`src/rtl/poly_pkg.sv`:
```
// Shared definitions for the polynomial datapath: word/coefficient types,
// the inverse-solver state encoding and a helper that slices one coefficient.
package poly_pkg;

   localparam int WIDTH  = 32;
   localparam int DEGREE = 4;
   localparam int CNT_W  = $clog2(DEGREE + 1);

   typedef logic signed [WIDTH-1:0] word_t;
   typedef word_t coef_arr_t [DEGREE+1];

   typedef enum logic [2:0] {
      S_IDLE,
      S_CHK,
      S_EVAL_LO,
      S_EVAL_HI,
      S_EVAL_MID,
      S_DONE
   } solver_state_e;

   // a[idx] lives at bits idx*WIDTH +: WIDTH of the flat coefficient bus
   function automatic word_t coefWord(input logic [(DEGREE+1)*WIDTH-1:0] flat, input int idx);
      return word_t'(flat[idx*WIDTH +: WIDTH]);
   endfunction

endpackage

```
`src/rtl/horner_seq_eval.sv`:
```
// Sequential Horner engine: a start pulse loads a[N], then N multiply-add steps;
// done pulses for one cycle with the wrapped WIDTH-bit p(x) on value.
module horner_seq_eval
   import poly_pkg::*;
(
   input  logic      clk,
   input  logic      rst,
   input  logic      start,
   input  word_t     x,
   input  coef_arr_t coef,
   output logic      done,
   output word_t     value
);

   word_t            r_acc;
   word_t            r_x;
   logic [CNT_W-1:0] r_cnt;
   logic             r_busy;
   logic             r_done;

   // r_cnt holds the index of the next coefficient to fold in, plus one
   always_ff @(posedge clk) begin
      if (rst) begin
         r_acc  <= '0;
         r_x    <= '0;
         r_cnt  <= '0;
         r_busy <= 1'b0;
         r_done <= 1'b0;
      end else begin
         r_done <= 1'b0;
         if (start) begin
            r_acc  <= coef[DEGREE];
            r_x    <= x;
            r_cnt  <= CNT_W'(DEGREE);
            r_busy <= 1'b1;
         end else if (r_busy) begin
            r_acc <= r_acc * r_x + coef[r_cnt - 1'b1];
            r_cnt <= r_cnt - 1'b1;
            if (r_cnt == CNT_W'(1)) begin
               r_busy <= 1'b0;
               r_done <= 1'b1;
            end
         end
      end
   end

   assign done  = r_done;
   assign value = r_acc;

endmodule

```
`src/rtl/poly_inverse_solver.sv`:
```
// Bisection solver for p(x)=target over a signed bracket, sharing one sequential
// Horner evaluator for lo, hi and every midpoint.
module poly_inverse_solver
   import poly_pkg::*;
(
   input  logic                          clk,
   input  logic                          rst,
   input  logic                          in_valid,
   output logic                          in_ready,
   input  logic [(DEGREE+1)*WIDTH-1:0]   coef,
   input  logic [WIDTH-1:0]              target,
   input  logic [WIDTH-1:0]              lo,
   input  logic [WIDTH-1:0]              hi,
   output logic                          out_valid,
   input  logic                          out_ready,
   output logic [WIDTH-1:0]              x_out,
   output logic                          exact,
   output logic                          err,
   output logic                          busy
);

   solver_state_e r_state, w_nextState;
   coef_arr_t     r_coef;
   word_t         r_target, r_lo, r_hi, r_xOut;
   logic          r_sLo, r_exact, r_err, r_startPending;

   logic              w_start, w_evalDone, w_loGtHi, w_dZero, w_dSign, w_sameSign;
   word_t             w_evalValue, w_evalX, w_midWord;
   logic signed [WIDTH:0] w_d, w_span, w_half, w_spanAfter;

   horner_seq_eval u_eval (
      .clk   (clk),
      .rst   (rst),
      .start (w_start),
      .x     (w_evalX),
      .coef  (r_coef),
      .done  (w_evalDone),
      .value (w_evalValue)
   );

   // Differences are taken one bit wider so the sign never wraps
   assign w_d         = {w_evalValue[WIDTH-1], w_evalValue} - {r_target[WIDTH-1], r_target};
   assign w_dZero     = (w_d == '0);
   assign w_dSign     = w_d[WIDTH];
   assign w_sameSign  = (w_dSign == r_sLo);
   assign w_loGtHi    = (r_lo > r_hi);
   assign w_span      = {r_hi[WIDTH-1], r_hi} - {r_lo[WIDTH-1], r_lo};
   assign w_half      = w_span >>> 1;
   assign w_midWord   = r_lo + word_t'(w_half[WIDTH-1:0]);
   assign w_spanAfter = w_sameSign ? (w_span - w_half) : w_half;
   assign w_evalX     = (r_state == S_CHK)     ? r_lo :
                        (r_state == S_EVAL_HI) ? r_hi : w_midWord;

   always_ff @(posedge clk) begin
      if (rst) r_state <= S_IDLE;
      else     r_state <= w_nextState;
   end

   always_comb begin
      w_nextState = r_state;
      case (r_state)
         S_IDLE:     if (in_valid) w_nextState = S_CHK;
         S_CHK:      w_nextState = w_loGtHi ? S_DONE : S_EVAL_LO;
         S_EVAL_LO:  if (w_evalDone)
                        w_nextState = (w_dZero || r_lo == r_hi) ? S_DONE : S_EVAL_HI;
         S_EVAL_HI:  if (w_evalDone)
                        w_nextState = (w_dZero || w_sameSign || w_span == (WIDTH+1)'(1))
                                      ? S_DONE : S_EVAL_MID;
         S_EVAL_MID: if (w_evalDone)
                        w_nextState = (w_dZero || w_spanAfter == (WIDTH+1)'(1))
                                      ? S_DONE : S_EVAL_MID;
         S_DONE:     if (out_ready) w_nextState = S_IDLE;
         default:    w_nextState = S_IDLE;
      endcase
   end

   // The lo evaluation is launched from CHK itself, so CHK doubles as its load cycle
   always_comb begin
      in_ready  = 1'b0;
      out_valid = 1'b0;
      busy      = 1'b0;
      w_start   = r_startPending;
      case (r_state)
         S_IDLE:  in_ready  = 1'b1;
         S_CHK:   begin busy = 1'b1; w_start = !w_loGtHi; end
         S_DONE:  out_valid = 1'b1;
         default: busy      = 1'b1;
      endcase
   end

   always_ff @(posedge clk) begin
      if (rst) begin
         for (int i = 0; i <= DEGREE; i++) r_coef[i] <= '0;
         r_target       <= '0;
         r_lo           <= '0;
         r_hi           <= '0;
         r_xOut         <= '0;
         r_sLo          <= 1'b0;
         r_exact        <= 1'b0;
         r_err          <= 1'b0;
         r_startPending <= 1'b0;
      end else begin
         r_startPending <= w_evalDone &&
                           (w_nextState == S_EVAL_HI || w_nextState == S_EVAL_MID);
         case (r_state)
            S_IDLE: if (in_valid) begin
               for (int i = 0; i <= DEGREE; i++) r_coef[i] <= coefWord(coef, i);
               r_target <= target;
               r_lo     <= lo;
               r_hi     <= hi;
            end
            S_CHK: if (w_loGtHi) begin
               r_xOut <= r_lo; r_exact <= 1'b0; r_err <= 1'b1;
            end
            S_EVAL_LO: if (w_evalDone) begin
               r_sLo   <= w_dSign;
               r_xOut  <= r_lo;
               r_exact <= w_dZero;
               r_err   <= !w_dZero;
            end
            S_EVAL_HI: if (w_evalDone) begin
               r_xOut  <= w_dZero ? r_hi : r_lo;
               r_exact <= w_dZero;
               r_err   <= !w_dZero && w_sameSign;
            end
            S_EVAL_MID: if (w_evalDone) begin
               if (w_sameSign) r_lo <= w_midWord;
               else            r_hi <= w_midWord;
               r_xOut  <= (w_dZero || w_sameSign) ? w_midWord : r_lo;
               r_exact <= w_dZero;
               r_err   <= 1'b0;
            end
            default: ;
         endcase
      end
   end

   assign x_out = r_xOut;
   assign exact = r_exact;
   assign err   = r_err;

endmodule

```
`config.mk`:
```
export PLATFORM = sky130hd
export DESIGN_NAME = poly_inverse_solver
export DESIGN_NICKNAME = d
export VERILOG_FILES = /design/src/rtl/poly_pkg.sv /design/src/rtl/horner_seq_eval.sv /design/src/rtl/poly_inverse_solver.sv
export SDC_FILE = /design/constraint.sdc
export NUM_CORES = 2
export LEC_CHECK = 0
export BUFFER_PORTS_ARGS = -buffer_cell sky130_fd_sc_hd__buf_2
export CAP_MARGIN = 20
export CORE_ASPECT_RATIO = 0.5
export CORE_MARGIN = 2
export CORE_UTILIZATION = 50
export CTS_CLUSTER_SIZE = 20
export DETAILED_ROUTE_END_ITERATION = 16
export PLACE_DENSITY_LB_ADDON = 0.08
export RECOVER_POWER = 25
export SLEW_MARGIN = 25
export SYNTH_ARGS = -nofsm -noshare
export SYNTH_HDL_FRONTEND = slang
export SYNTH_SLANG_ARGS = --single-unit
export TNS_END_PERCENT = 5
```
`constraint.sdc`:
```
create_clock -name clk -period 9.7 [get_ports clk]
set_input_delay 1.94 -clock clk [delete_from_list [all_inputs] [get_ports clk]]
set_output_delay 1.94 -clock clk [all_outputs]
set_load 0.01 [all_outputs]
```
==> reports/metrics.yaml <==
wl_per_cell_um: 22.4
max_stage_delay_ns: 0.58
fin_ws_ns: 0.788
synthCells: 5039
clkTransAtPathRegs_ns: 0.07
status: "finished, violations left"
layout-drive-gt1-share_pct: 9.30
netlist_area_sq_um: 40100
dieArea_sq_um: 82600
cts_resized: 0
final_antenna_net_count: 0
layout_commonest_cell: "nand2_1"
antenna_cells: 0
tightest_slew_ns: 3.15
async_flop_share_pct: 0
hold_slack_ns: 0.455
via_count: 36000
cts-htree-levels: 2
stdcell_count: 6209
slew_violations: 88
fin_skew_ns: 0.0250
via_per_inst: 5.80
io_pins: 297
crit_slowest_cell: "nor2_2"
yosysSeqAreaShare_pct: 18.2
hold_viol: 0
finalCritPeriodShare_pct: 91.9
synth_area_leaders: "fa_1 22%, dfxtp_1 18%, nand2_1 9.6%"
antenna_found_initial: 3
wl_mm: 139
dp.cells: 6141
clk_path_buf_depth: 3
drc: 0
dieHeight_um: 204
fmax_mhz: 112
drt_iter0_drc: 3489
critPathLaunchType: "flip-flop"
cp.arrival_ns: 9.39
synth_edf_count: 0
ys_types: 103
track_usage_pct: 33.7
period_needed_ns: 8.91
worst_slew_margin_rel_pct: -110
io_buffers: 296
rsz0062_at_grt: "false"
place_ws_ns: 0.868
path_delay_family: "adder cells"
die_x_um: 404
fin_tns_setup_ns: 0
grt_max_degree: 172
root_buffer: "clkbuf_16"
synth_top_area_share_pct: 22.0
ys.flop_type: "dfxtp_1"
grt_pass1_wl_mm: 213
critPathBufInv: 5
final_cell_mix: "1021 x nand2_1, 593 x inv_1, 441 x fa_1, 427 x a21oi_1, 349 x dfxtp_1"
cts_setup_buffers: 0
ctsHoldBuffers: 0
core_area_sq_um: 79400
violations: "capacitance limit, slew limit"
path_common_cell: "fa_1"
required_ns: 10.18
synth_warnings: 0
grt_pass1_vias: 35700
register_area_sq_um: 7310
cts_tree: "done"
drtPass1Iterations: 6
fill_cells: 7628
place_congestion: 0.966
synth_seq_cells: 364
post-dp-hpwl_mm: 108
yosysTopAreaCell: "fa_1"
end_kind: "flip-flop"
syn_nets: 6022
crit_fanout: 19
critical_path_class: "flip-flop to flip-flop"
multi_input_area_sq_um: 29400
hold_class: "flip-flop to flip-flop"
cts_made_buffers: 39
areaGrowthSynthToFinish_pct: 8.66
maxCapViolations: 1
start_util_pct: 50.5
gr-total-overflow: 0
final_nets: 6115
synth.avg_cell_area_sq_um: 7.95
std_cell_rows: 73
clock-sinks: 364
clk_latency_ns: 0.57
setup_viol: 0
[cells by family (layout without fill, tap and decap cells)]
logic type / count (synthesis) / in the layout / share of synthesized area (%)
buf+inv: 902 / 1022 / 8.61
compound gates: 1013 / 1013 / 16.4
flops: 364 / 364 / 18.2
mux: 103 / 103 / 2.58
fa+ha+maj: 723 / 723 / 30.8
simple gates: 1763 / 1763 / 19.6
xor+xnor: 171 / 171 / 3.82
[final timing paths]
path	startpoint	endpoint	slack [ns]	cells after the start
max	u_eval.r_cnt[1]	u_eval.value[29]	0.79	32
min	r_coef[43]	r_coef[43]	0.46	2
max reg2reg	u_eval.r_cnt[1]	u_eval.value[29]	0.79	32
min reg2reg	r_coef[43]	r_coef[43]	0.46	2
[worst min-delay path: cells and delay by family, from the launching register on]
family             cells  cell delay [ns]
and+or+nand+nor        1             0.05
DFF                    1             0.31
AOI/OAI and AO/OA      1             0.05
[area by class of cell]
cell class,count,area share [%]
multi-input combinational,3773,67.5
tap,1050,3.02
inverter,598,5.18
clock buffer,52,2.49
sequential,364,16.8
timing repair buffer,356,4.43
clock inverter,16,0.543
[Yosys cell counts (13+ instances only)]
| master | n |
|---|---|
| nand4_1 | 20 |
| xnor2_1 | 119 |
| o21a_1 | 28 |
| a221o_1 | 29 |
| a211oi_1 | 91 |
| o21ai_0 | 108 |
| inv_1 | 593 |
| ha_1 | 282 |
| nand2_1 | 1022 |
| dfxtp_1 | 364 |
| or3_1 | 13 |
| nor3_1 | 67 |
| xor2_1 | 49 |
| buf_2 | 16 |
| o211ai_1 | 53 |
| a21oi_1 | 429 |
| nor4_1 | 18 |
| a311oi_1 | 35 |
| and3_1 | 27 |
| nand3_1 | 40 |
| a21o_1 | 55 |
| nor3_2 | 18 |
| nand2b_1 | 31 |
| o21bai_1 | 16 |
| mux2i_1 | 100 |
| nor2_1 | 275 |
| nor2b_1 | 24 |
| o31ai_1 | 40 |
| fa_1 | 441 |
| clkbuf_1 | 275 |
| and2_1 | 160 |
[metrics by stage]
stage	instance area (sq um)	util, %
floorplan	40100	-
global placement	42300	53.2
detailed placement	42300	53.2
CTS	43600	54.9
global route	43500	54.9
finish	43500	54.9
[metal layers]
layer | global-route usage [%] | part of all wire (%)
met3 | 5.62 | 8.1
met1 | 48.3 | 45
met2 | 53.0 | 44
met5 | 0 | 0.0094
met4 | 8.13 | 2.5
[sequential cells by signal (all words and copies together), names as in the netlist, 3 cells and up]
signal,flops
u_eval.value,32
r_coef,160
u_eval.r_cnt,3
u_eval.r_x,32
r_target,32
r_hi,32
x_out,32
r_lo,32
r_state,3
Power is left out: the tool's default activity adds up to more than one toggle a clock period on the data nets, which glitch-free logic cannot reach.
